===== src/rtl/reset_sequencer.sv =====
// Power-on / reset sequencer: waits for PLL locks, holds reset, then releases
// the reset domains in staggered order; re-enters reset on lock loss or a button event.
module reset_sequencer #(
  parameter int NUM_LOCKS       = 2,
  parameter int NUM_OUTS        = 3,
  parameter int HOLD_CYCLES     = 31,
  parameter int STAGGER_CYCLES  = 4,
  parameter int DEBOUNCE_CYCLES = 8,
  parameter int SEL_WIDTH       = 4,
  parameter int SEL_CODE        = 1
) (
  input  logic                 clk,
  input  logic                 reset_i,
  input  logic [NUM_LOCKS-1:0] locked_i,
  input  logic                 btn_i,
  input  logic [SEL_WIDTH-1:0] sel_i,
  output logic [NUM_OUTS-1:0]  reset_o,
  output logic                 ready_o,
  output logic [1:0]           cause_o
);

  localparam int REL_SPAN = (NUM_OUTS - 1) * STAGGER_CYCLES;
  localparam int CNT_MAX  = (HOLD_CYCLES > REL_SPAN) ? HOLD_CYCLES : REL_SPAN;
  localparam int CNT_W    = $clog2(CNT_MAX + 1);
  localparam int DB_W     = $clog2(DEBOUNCE_CYCLES + 1);

  localparam logic [CNT_W-1:0]     HOLD_LAST = CNT_W'(HOLD_CYCLES - 1);
  localparam logic [CNT_W-1:0]     REL_LAST  = CNT_W'(REL_SPAN);
  localparam logic [DB_W-1:0]      DB_LAST   = DB_W'(DEBOUNCE_CYCLES - 1);
  localparam logic [SEL_WIDTH-1:0] SEL_MATCH = SEL_WIDTH'(SEL_CODE);

  localparam logic [1:0] CAUSE_POR  = 2'd0;
  localparam logic [1:0] CAUSE_LOCK = 2'd1;
  localparam logic [1:0] CAUSE_BTN  = 2'd2;

  typedef enum logic [1:0] {
    WAIT_LOCK = 2'd0,
    HOLD      = 2'd1,
    RELEASE   = 2'd2,
    RUN       = 2'd3
  } state_t;

  state_t               state_r;
  logic [CNT_W-1:0]     cnt_r;
  logic [NUM_OUTS-1:0]  reset_r;
  logic                 ready_r;
  logic [1:0]           cause_r;

  logic [NUM_LOCKS-1:0] lock_meta_r;
  logic [NUM_LOCKS-1:0] lock_sync_r;
  logic                 btn_meta_r;
  logic                 btn_sync_r;
  logic                 btn_db_r;
  logic                 btn_db_d_r;
  logic [DB_W-1:0]      db_cnt_r;

  logic                 all_locked_s;
  logic                 btn_evt_s;
  logic                 fault_s;
  logic [CNT_W-1:0]     cnt_inc_s;
  logic [NUM_OUTS-1:0]  rel_clear_s;

  assign all_locked_s = &lock_sync_r;
  assign btn_evt_s    = btn_db_r & ~btn_db_d_r & (sel_i == SEL_MATCH);
  assign fault_s      = (state_r != WAIT_LOCK);
  assign cnt_inc_s    = cnt_r + CNT_W'(1);

  assign reset_o = reset_r;
  assign ready_o = ready_r;
  assign cause_o = cause_r;

  // Domain k (k>=1) is released on the edge where the release counter reaches k*STAGGER
  always_comb begin
    rel_clear_s = '0;
    for (int k = 1; k < NUM_OUTS; k++) begin
      rel_clear_s[k] = (cnt_inc_s == CNT_W'(k * STAGGER_CYCLES));
    end
  end

  // Two-flop synchronisers for the asynchronous lock and button inputs
  always_ff @(posedge clk or posedge reset_i) begin
    if (reset_i) begin
      lock_meta_r <= '0;
      lock_sync_r <= '0;
      btn_meta_r  <= 1'b0;
      btn_sync_r  <= 1'b0;
    end else begin
      lock_meta_r <= locked_i;
      lock_sync_r <= lock_meta_r;
      btn_meta_r  <= btn_i;
      btn_sync_r  <= btn_meta_r;
    end
  end

  // Button debouncer: any bounce back to the current level restarts the count
  always_ff @(posedge clk or posedge reset_i) begin
    if (reset_i) begin
      btn_db_r   <= 1'b0;
      btn_db_d_r <= 1'b0;
      db_cnt_r   <= '0;
    end else begin
      btn_db_d_r <= btn_db_r;
      if (btn_sync_r != btn_db_r) begin
        if (db_cnt_r == DB_LAST) begin
          btn_db_r <= btn_sync_r;
          db_cnt_r <= '0;
        end else begin
          db_cnt_r <= db_cnt_r + DB_W'(1);
        end
      end else begin
        db_cnt_r <= '0;
      end
    end
  end

  // Sequencer FSM; lock loss outranks a simultaneous button event
  always_ff @(posedge clk or posedge reset_i) begin
    if (reset_i) begin
      state_r <= WAIT_LOCK;
      cnt_r   <= '0;
      reset_r <= '1;
      ready_r <= 1'b0;
      cause_r <= CAUSE_POR;
    end else if (fault_s && !all_locked_s) begin
      state_r <= WAIT_LOCK;
      cnt_r   <= '0;
      reset_r <= '1;
      ready_r <= 1'b0;
      cause_r <= CAUSE_LOCK;
    end else if (fault_s && btn_evt_s) begin
      // PLLs are still locked, so go straight back to the hold phase
      state_r <= HOLD;
      cnt_r   <= '0;
      reset_r <= '1;
      ready_r <= 1'b0;
      cause_r <= CAUSE_BTN;
    end else begin
      case (state_r)
        WAIT_LOCK: begin
          reset_r <= '1;
          ready_r <= 1'b0;
          cnt_r   <= '0;
          if (all_locked_s) begin
            state_r <= HOLD;
          end
        end
        HOLD: begin
          if (cnt_r == HOLD_LAST) begin
            state_r    <= RELEASE;
            cnt_r      <= '0;
            reset_r[0] <= 1'b0;
          end else begin
            cnt_r <= cnt_inc_s;
          end
        end
        RELEASE: begin
          if (cnt_r == REL_LAST) begin
            state_r <= RUN;
            ready_r <= 1'b1;
          end else begin
            cnt_r   <= cnt_inc_s;
            reset_r <= reset_r & ~rel_clear_s;
          end
        end
        RUN: begin
          ready_r <= 1'b1;
        end
        default: begin
          state_r <= WAIT_LOCK;
          cnt_r   <= '0;
          reset_r <= '1;
          ready_r <= 1'b0;
        end
      endcase
    end
  end

endmodule


===== config.mk =====
export PLATFORM = sky130hd
export DESIGN_NAME = reset_sequencer
export DESIGN_NICKNAME = d
export VERILOG_FILES = /design/src/rtl/reset_sequencer.sv
export SDC_FILE = /design/constraint.sdc
export NUM_CORES = 1
export LEC_CHECK = 0
export CAP_MARGIN = 20
export CORE_MARGIN = 5
export CORE_UTILIZATION = 45
export DETAILED_ROUTE_END_ITERATION = 12
export GPL_TIMING_DRIVEN = 1
export PLACE_DENSITY = 0.66
export SYNTH_ARGS = -nofsm -noshare
export SYNTH_HDL_FRONTEND = slang
export SYNTH_SLANG_ARGS = --single-unit

===== constraint.sdc =====
create_clock -name clk -period 2.1 [get_ports clk]
set_input_delay 0.42 -clock clk [delete_from_list [all_inputs] [get_ports clk]]
set_output_delay 0.42 -clock clk [all_outputs]
set_load 0.02 [all_outputs]

---- Word-level counts from Yosys, hierarchy flattened ----
Index checks and enable logic that the tools add are counted.
operators by class
  add/subtract/negate cells ............... 2
  eq/ne operators ......................... 14
  multiplexer cells ....................... 25
  bitwise gates (word level) .............. 5
  reduce and logical (&&, ||, !) cells .... 16
operator list
  operator               count
  $mux W5                4
  $ne A4 B4 Y1 const B   4
  $pmux W5 S3            1
  $mux W2                7
  $eq A5 B4 Y1 const B   2
  $reduce_and A2 Y1      5
  $reduce_bool A5 Y1     2
  $mux W3                3
  $mux W4                2
  $pmux W1 S3            2
  $pmux W2 S3            1
  $add A5 B1 Y5 const B  1
  $eq A5 B3 Y1 const B   1
  $eq A5 B5 Y1 const B   1
  $add A4 B1 Y4 const B  1
  $eq A2 B2 Y1 const B   2
  $eq A4 B1 Y1 const B   1
  $eq A4 B3 Y1 const B   1
  $mux W1                4
  $pmux W2 S2            1
  $reduce_and A4 Y1      1
  $reduce_bool A2 Y1     2
  $reduce_bool A4 Y1     1
  $and A3 B3 Y3          1
  other kinds (9)        11
storage, ports and cells
  register bits after elaboration ......... 25
  bits of input ports ..................... 9
  output and inout bits ................... 6
  word-level logic and storage cells ...... 75

---- Logic depth before layout (Yosys ltp) ----
Gate-level depths: netlist of the first run.
  word-level depth ........................ 8
  depth in mapped cells ................... 8
  depth with buffers taken out ............ 7

---- Worst setup path after synthesis of the first run ----
OpenSTA, ideal clock, no wires.
  path type ............................... flip-flop to flip-flop
  start ................................... register state_r[0]
  end ..................................... register cnt_r[3]
  setup time .............................. 126 ps
  data arrival time ....................... 1,639 ps
  data required time ...................... 1,974 ps
  slack ................................... 335 ps
  cell stages (with the launch flop) ...... 7
  path buffers ............................ 0
  clock period less this slack ............ 1,765 ps
  cells stage by stage .................... dfrtp_1 -> inv_1 -> ha_1 -> nor4b_4 -> and2_4 -> nor3_4 -> a221o_1
on the way
  word-level cells in the longest chain between the ends .. 4
  elaborated cells between the ends (all ways) .. 12
  those cells by class .................... 3 x eq/ne; 3 x mux; 6 x reduce/logical
RTL lines
  item                                          line  source
  from (decl)                                   43    state_t state_r;
  from (signal assigned)                        119   state_r <= WAIT_LOCK;
  from (signal assigned)                        125   state_r <= WAIT_LOCK;
  from (signal assigned)                        132   state_r <= HOLD;
  $eq A2 B2 Y1 (tied with other cells)          138   case (state_r)
  $pmux W5 S3 (tied with other cells)           138
  $mux W5 (tied with other cells)               130   end else if (fault_s && btn_evt_s) begin
  $mux W5 or $reduce_and A2 Y1 (tied branches)  n/a
  to (signal assigned)                          153   cnt_r <= cnt_inc_s;
  to (signal assigned)                          161   cnt_r <= cnt_inc_s;
  to (decl)                                     44    logic [CNT_W-1:0] cnt_r;
Parallel ways exist; a longest one is shown, timed or not.
A chain may end at the register's enable or synchronous reset.

---- Final worst setup path of the first run ----
  start ................................... register reset_r[1], in the netlist reset_o[1]
  end ..................................... output port reset_o[1]
RTL lines
  item                    line  source
  from (decl)             45    logic [NUM_OUTS-1:0] reset_r;
  from (signal assigned)  162   reset_r <= reset_r & ~rel_clear_s;
  to (decl)               17    output logic [NUM_OUTS-1:0] reset_o,
No word-level cell between the ends.

==> metrics.yaml, run 1 <==
status: "finished clean"
drt-total-wl_um: 2126
cp.buffers_inverters: 1
worst-path-max-fanout: 3
maxSlewViolCount: 0
drt_iter0_markers: 18
grt_pass1_wl_um: 4002
clockBufferDepth: 2
ctsResizeCount: 0
ys.flop_type: "dfrtp_1"
num_antenna_cells: 0
grt_pass1_vias: 890
drive_gt1_share_pct: 18.80
setup_tns_ns: 0
gp_congestion: 0.8523
die_h_um: 63.54
syn_to_final_growth_pct: 16.49
rsz0062_at_grt: "no"
ant_nets: 0
fmax_mhz: 528.4
clk_pin_slew_ns: 0.14
final_cell_mix: "dfrtp_1 (22), clkdlybuf4s50_1 (14), nor2_1 (11), nand2_1 (9), ha_1 (8)"
clock_latency_ns: 0.31
worst_setup_path_end_kind: "primary output"
yosysWarningCount: 0
htreeDepth: 1
cts_hold_buf: 0
cp_cell_sequence: "clkdlybuf4s50_1"
drc_errors: 0
ir_worst_vdd_mv: 0.6692
required_ns: 1.68
overflow: 0
syn_nets: 133
clockRootBuffer: "clkbuf_4"
crit_family: "buffers and inverters"
grtUsageTotal_pct: 12.07
grt_antenna_before_repair: 0
final_common_cell: "dfrtp_1"
fin_crit_sh_pct: 90.12
synth-edff-count: 0
power.leakage_uw: 0.0006490
grt_max_degree: 26
cts-buffers-inserted: 3
syn_avg_cell_area_um2: 11.22
worstMarginPinSlew_ns: 0.3629
clkSinkCount: 25
fp.dieArea_mm2: 0.004037
slew_headroom_pct: 75.18
via_per_inst: 5.396
wire_per_inst_um: 12.96
critPathLaunchType: "flop"
hp-class: "reg -> reg"
finalHoldViolCount: 0
vias: 885
netlist_instances: 115
arrival_ns: 1.47
numPortBuffers: 14
maxCapViolCount: 0
rows: 19
post_cts_buffers: 0
finalCriticalPeriod_ns: 1.892
placeableCoreArea_mm2: 0.002758
cts_tree: "done"
ys_types: 41
stdcell_area_mm2: 0.001503
skew_ns: 0.008109
whs_ns: 0.3638
async_reset_ff_share_pct: 100.0
final_nets: 152
final-setup-viol-count: 0
synth_area_mm2: 0.001290
die_x_um: 63.54
firstDrtPassIters: 4
pin_count: 15
cp_slowest_cell: "clkdlybuf4s50_1"
crit_type: "reg -> out"
ys_seq_area_share_pct: 48.79
critPathMaxStageDelay_ns: 0.60
power_density_mw_per_mm2: 901.1
placed_area_mm2: 0.001474
initial_core_util_pct: 46.78
ys_seq_elements: 25
dp_hpwl_um: 1636
## state kept, by name, summed over array words and instances (netlist names)
signal / count
btn_db_d_r: 1
lock_meta_r: 2
cnt_r: 5
btn_sync_r: 1
btn_db_r: 1
state_r: 2
db_cnt_r: 4
cause_o: 2
reset_o: 3
lock_sync_r: 2
ready_o: 1
btn_meta_r: 1
## stage by stage
stage | power [µW] | utilization [%] | std cells | setup WS [ns]
final | 1354 | 54.49 | 164 | 0.2075
after global routing | 1485 | 54.49 | 164 | 0.07817
after CTS | 1362 | 54.40 | 164 | 0.1334
after detailed placement | 1152 | 53.45 | 160 | 0.1037
after global placement | 1150 | 53.45 | 160 | 0.1333
after floorplan | 1023 | - | 115 | 0.3349
## routing by layer
| layer | wire length, µm | global-route usage, % | vias up |
|---|---|---|---|
| li1 | - | - | 442 |
| met1 | 1019 | 16.46 | 423 |
| met2 | 984 | 18.78 | 18 |
| met3 | 101 | 2.309 | 2 |
| met4 | 20 | 4.675 | 0 |
| met5 | 0 | 0 | - |
## logic make-up (layout without fill, tap and decap cells)
| kind of cell | count (synthesis) | in the layout | synth area share, % |
|---|---|---|---|
| xor+xnor | 2 | 2 | 1.358 |
| simple gates | 43 | 43 | 21.15 |
| buf+inv | 8 | 26 | 2.522 |
| flops | 25 | 25 | 48.79 |
| mux | 1 | 1 | 0.8729 |
| fa+ha+maj | 9 | 9 | 8.730 |
| compound gates | 27 | 27 | 16.59 |
## cells in the mapped netlist (all sizes together), types with 3 or more instances
| library cell | instances | area [µm²] |
|---|---|---|
| a21oi | 5 | 36.29 |
| dfrtp | 22 | 550.5 |
| nor3 | 5 | 41.29 |
| nor2 | 11 | 41.29 |
| nand3 | 3 | 20.02 |
| a21o | 3 | 22.52 |
| nand2 | 9 | 33.78 |
| inv | 6 | 22.52 |
| o211ai | 3 | 22.52 |
| dfstp | 3 | 78.83 |
| o21ai | 5 | 28.77 |
| ha | 9 | 112.6 |
| nand2b | 4 | 25.02 |
## where the power goes
| group | leakage [µW] | internal, µW | switching (µW) |
|---|---|---|---|
| clock | 0.0000150 | 74.1 | 138 |
| sequential | 0.000315 | 561 | 63.4 |
| combinational | 0.000320 | 232 | 286 |
| total | 0.000649 | 867 | 487 |
## area by class of cell
cell class                 instances  area (µm²)
tap                               31       38.79
multi-input combinational         82       630.6
clock buffer                       4       26.28
inverter                           6       22.52
sequential                        25       629.4
timing repair buffer              16       155.1
fill                             244        1255
## final timing paths
kind | from | end | slack [ns] | cells after the start
worst max-delay path | reset_o[1]$_DFFE_PP1P_ | reset_o[1] | 0.21 | 1
worst min-delay path | lock_meta_r[1]$_DFF_PP0_ | lock_sync_r[1]$_DFF_PP0_ | 0.36 | 0
worst max register to register | state_r[0]$_DFFE_PP0P_ | cnt_r[3]$_DFFE_PP0P_ | 0.25 | 7
worst min register to register | lock_meta_r[1]$_DFF_PP0_ | lock_sync_r[1]$_DFF_PP0_ | 0.36 | 0
max in group asynchronous | reset_i | reset_o[2]$_DFFE_PP1P_ | 1.37 | 3
min in group asynchronous | reset_i | db_cnt_r[1]$_DFF_PP0_ | 0.43 | 3
Power figures use the tool's default switching activity.
==> run 2: changes to the inputs <==
- GPL_TIMING_DRIVEN: 1 -> 0
==> run 2 against run 1 <==
Sequential cell count stayed put. Core utilization is 0.14 points lower. First-iteration DRC count grew to 3.1 times the previous value. Setup slack worse by 0.0050 ns. Wire length is 6.4% higher. Non-clock buffer count stayed put. Critical endpoint is now cnt_r[3]$_DFFE_PP0P_. Largest cell class is now flip-flops and latches.
==> metrics.yaml, run 2 (same netlist as run 1, synthesis figures left out) <==
drt-total-wl_um: 2263
arrival_ns: 2.11
grt_use_met2_pct: 20.56
worst-path-max-fanout: 9
finalHoldViolCount: 0
clockRootBuffer: "clkbuf_4"
die_h_um: 63.54
drive_gt1_share_pct: 19.55
critPathMaxStageDelay_ns: 0.43
min_from: "lock_meta_r[0]$_DFF_PP0_"
final-setup-viol-count: 0
clkSinkCount: 25
cts-buffers-inserted: 3
gp_congestion: 0.8009
initial_core_util_pct: 46.78
top_register: "cnt_r"
critPathLaunchType: "flop"
slew_headroom_pct: 39.69
vias: 882
pin_count: 15
grt_pass1_wl_um: 4188
setup_tns_ns: 0
status: "finished clean"
dp.cells: 160
crit_family: "simple AND/OR/NAND/NOR gates"
clockBufferDepth: 2
finalCriticalPeriod_ns: 1.897
cts_tree: "done"
busiest_layer: "met2"
overflow: 0
htreeDepth: 1
grtUsageMet3_pct: 2.131
maxCapViolCount: 0
die_x_um: 63.54
largest_reg_flops: 5
rows: 19
final_common_cell: "dfrtp_1"
required_ns: 2.31
drc_errors: 0
final_nets: 152
ant_nets: 0
skew_ns: 0.004338
drt_iter0_markers: 56
grtUsageTotal_pct: 12.67
firstDrtPassIters: 4
dp_hpwl_um: 1746
worstMarginPinSlew_ns: 0.9037
hold_depth: 0
ctsResizeCount: 0
cts_hold_buf: 0
critical_path_depth: 8
via_per_inst: 5.378
instances_no_fill: 164
filler_cell_count: 248
rsz0062_at_grt: "no"
worstReg2RegStart: "state_r[0]$_DFFE_PP0P_"
final_cell_mix: "dfrtp_1 (21), clkdlybuf4s50_1 (14), nor2_1 (11), nand2_1 (9), ha_1 (8)"
maxSlewViolCount: 0
numPortBuffers: 14
stdcell_area_mm2: 0.001499
syn_to_final_growth_pct: 16.20
whs_endpoint: "lock_sync_r[0]$_DFF_PP0_"
crit_type: "reg -> reg"
regToRegEndpoint: "cnt_r[3]$_DFFE_PP0P_"
fp.dieArea_mm2: 0.004037
fin_crit_sh_pct: 90.36
wire_per_inst_um: 13.80
power_density_mw_per_mm2: 910.1
r2r_slack_ns: 0.20
cp_slowest_cell: "dfrtp_2"
cp.buffers_inverters: 2
gr-usage-met1_pct: 16.82
ir_worst_vdd_mv: 0.6418
grt_max_degree: 26
placed_area_mm2: 0.001469
r2r_cells: 8
worst_setup_path_end_kind: "flop"
grt_antenna_before_repair: 0
power.leakage_uw: 0.0006485
hp-class: "reg -> reg"
clock_latency_ns: 0.31
placeableCoreArea_mm2: 0.002758
post_cts_buffers: 0
num_antenna_cells: 0
final_util_pct: 54.36
cp_cell_sequence: "inv_1, ha_1, buf_2, nor3_2, a21oi_2, nor3_4, nor2_1, a221o_1"
fmax_mhz: 527.0
grt_pass1_vias: 955
clk_pin_slew_ns: 0.13
## run 2: cell counts in the layout (fill, tap and decap cells not counted)
Identical to the previous run, type by type.
## run 2: cell type report
type	count	area (µm²)	share of cell area [%]
plain buffers	2	10.01	0.6678
inverters	6	22.52	1.503
well taps	31	38.79	2.588
repair buffers	14	140.1	9.349
clock buffers	4	26.28	1.753
flip-flops and latches	25	630.6	42.07
multi-input cells	82	630.6	42.07
## run 2: metrics by stage
stage / setup slack [ns] / hold slack [ns] / power [µW]
after floorplan: 0.3349 / 0.3312 / 1023
after global placement: 0.1019 / 0.3321 / 1139
after detailed placement: 0.07601 / 0.3379 / 1160
after CTS: 0.09572 / 0.3697 / 1375
after global routing: 0.03111 / 0.3871 / 1496
final: 0.2025 / 0.3675 / 1364
## run 2: worst max path at each step
stage	start	to	slack, ns
floorplan	state_r[0]$_DFFE_PP0P_	cnt_r[3]$_DFFE_PP0P_	0.33
global placement	sel_i[3]	cnt_r[3]$_DFFE_PP0P_	0.10
detailed placement	sel_i[2]	state_r[0]$_DFFE_PP0P_	0.08
CTS	state_r[0]$_DFFE_PP0P_	cnt_r[2]$_DFFE_PP0P_	0.1
global route	state_r[0]$_DFFE_PP0P_	cnt_r[0]$_DFFE_PP0P_	0.03
finish	state_r[0]$_DFFE_PP0P_	cnt_r[3]$_DFFE_PP0P_	0.20
## run 2: per-layer routing
metal,part of all wire (%),routed length [µm]
met1,47,1064
met2,48,1076
met3,3.8,87
met4,1.5,34
met5,0,0
## run 2: power by group
group / internal (µW) / total (µW) / switching [µW]
Sequential: 563 / 629 / 66.1
Clock: 74.0 / 211 / 137
Combinational: 227 / 524 / 297
Total: 864 / 1360 / 500
==> run 3: changes to the inputs <==
- CORE_MARGIN: 5 -> default
- GPL_ROUTABILITY_DRIVEN: default -> 1
==> run 3 against run 2 <==
Core utilization increased by 0.98 points. Cell area increased by 0.92%. Cell count increased by 0.61%. Sequential cell count unchanged. Via count decreased by 0.91%. Hold slack got worse by 0.0026 ns. Sequential share of layout area decreased by 0.47 points. Die area decreased by 24%. Highest routed layer unchanged. Critical path depth unchanged. First-iteration DRC count decreased by 64%. Wire length decreased by 5.4%. Critical endpoint unchanged.
==> metrics.yaml, run 3 (same netlist as run 1, synthesis figures left out) <==
initial_core_util_pct: 47.19
fin_ws_ns: 0.1509
overflow: 0
clock_latency_ns: 0.31
cts_tree: "done"
syn_to_final_growth_pct: 17.26
status: "finished clean"
drt_iter0_markers: 20
r2r_cells: 8
drive_gt1_share_pct: 19.40
via_per_inst: 5.297
power.total_uw: 1359
pin_count: 15
grt_antenna_before_repair: 0
skew_ns: 0.007219
required_ns: 2.30
placeableCoreArea_mm2: 0.002734
grtUsageTotal_pct: 16.08
num_antenna_cells: 0
crit_type: "reg -> reg"
final-setup-viol-count: 0
hold_depth: 0
grt_use_met2_pct: 28.06
rows: 19
gp_congestion: 0.7966
drt-total-wl_um: 2141
busiest_layer: "met2"
worstReg2RegStart: "state_r[0]$_DFFE_PP0P_"
final_nets: 153
critPathLaunchType: "flop"
cts_hold_buf: 0
gr-usage-met1_pct: 19.94
worstMarginPinSlew_ns: 0.5453
fmax_mhz: 513.1
final_common_cell: "dfrtp_1"
maxSlewViolCount: 0
ir_worst_vdd_mv: 0.6404
ctsResizeCount: 0
multi_input_area_um2: 630.6
vias: 874
filler_cell_count: 253
finalCriticalPeriod_ns: 1.949
numPortBuffers: 14
whs_ns: 0.3648
grt_pass1_wl_um: 3939
r2r_slack_ns: 0.15
clockRootBuffer: "clkbuf_4"
dpl_worst_slack_ns: 0.08700
clk_pin_slew_ns: 0.13
regToRegEndpoint: "cnt_r[3]$_DFFE_PP0P_"
power_density_mw_per_mm2: 898.3
clockBufferDepth: 2
drc_errors: 0
die_x_um: 55.54
top_register: "cnt_r"
min_from: "lock_meta_r[0]$_DFF_PP0_"
final_cell_mix: "dfrtp_1 (22), clkdlybuf4s50_1 (14), nor2_1 (11), nand2_1 (9), ha_1 (8)"
maxCapViolCount: 0
fp.dieArea_mm2: 0.003085
slew_headroom_pct: 63.61
fin_crit_sh_pct: 92.82
worst_setup_path_end_kind: "flop"
hp-class: "reg -> reg"
worst-path-max-fanout: 9
dp_hpwl_um: 1614
ant_nets: 0
register_area_um2: 629.4
post_cts_buffers: 0
die_h_um: 55.54
arrival_ns: 2.15
cts-buffers-inserted: 3
grtUsageMet3_pct: 2.342
largest_reg_flops: 5
finalHoldViolCount: 0
clkSinkCount: 25
grt_pass1_vias: 930
whs_endpoint: "lock_sync_r[0]$_DFF_PP0_"
power.leakage_uw: 0.0006573
firstDrtPassIters: 3
setup_tns_ns: 0
wire_per_inst_um: 12.98
grt_max_degree: 26
htreeDepth: 1
==> run 3: area by class of cell <==
class                      instances  area share, %
multi-input combinational         82          41.69
sequential                        25          41.60
timing repair buffer              15          10.26
tap                               31          2.564
clock buffer                       4          1.737
inverter                           6          1.489
buffer                             2         0.6617
==> run 3: worst max-delay path by stage <==
stage,slack (ns),endpoint,from,cells after the start
finish,0.15,cnt_r[3]$_DFFE_PP0P_,state_r[0]$_DFFE_PP0P_,8
global placement,0.11,cnt_r[3]$_DFFE_PP0P_,sel_i[3],5
floorplan,0.33,cnt_r[3]$_DFFE_PP0P_,state_r[0]$_DFFE_PP0P_,6
global route,-0.002,cnt_r[3]$_DFFE_PP0P_,state_r[0]$_DFFE_PP0P_,8
detailed placement,0.09,cnt_r[3]$_DFFE_PP0P_,sel_i[3],5
CTS,0.11,cnt_r[2]$_DFFE_PP0P_,state_r[1]$_DFFE_PP0P_,7
==> run 3: metrics by stage <==
step                      util, %  cell area, µm²  instances
after floorplan                 -            1290        115
after global placement      53.73            1469        160
after detailed placement    53.73            1469        160
after CTS                   54.69            1495        164
after global routing        55.33            1513        165
final                       55.33            1513        165
==> run 3: per-layer routing <==
metal	share of wire, %	vias up	wire (µm)
met5	0	-	0
met4	0.79	0	17
li1	-	444	-
met2	48	10	1025
met1	49	418	1049
met3	2.2	2	48
==> run 3: worst max-delay path, cell delays in order, from the launching register on <==
cell     delay [ns]
dfrtp_1        0.45
inv_1          0.09
ha_1           0.19
buf_2          0.17
nor3_2         0.26
a21oi_2        0.07
nor3_4         0.21
nor2_1         0.10
a221o_1        0.29
==> run 3: power breakdown <==
| part | internal, µW | switching, µW | total [µW] |
|---|---|---|---|
| sequential | 561 | 66.0 | 627 |
| combinational | 230 | 293 | 523 |
| clock | 74.0 | 134 | 208 |
| total | 865 | 494 | 1360 |
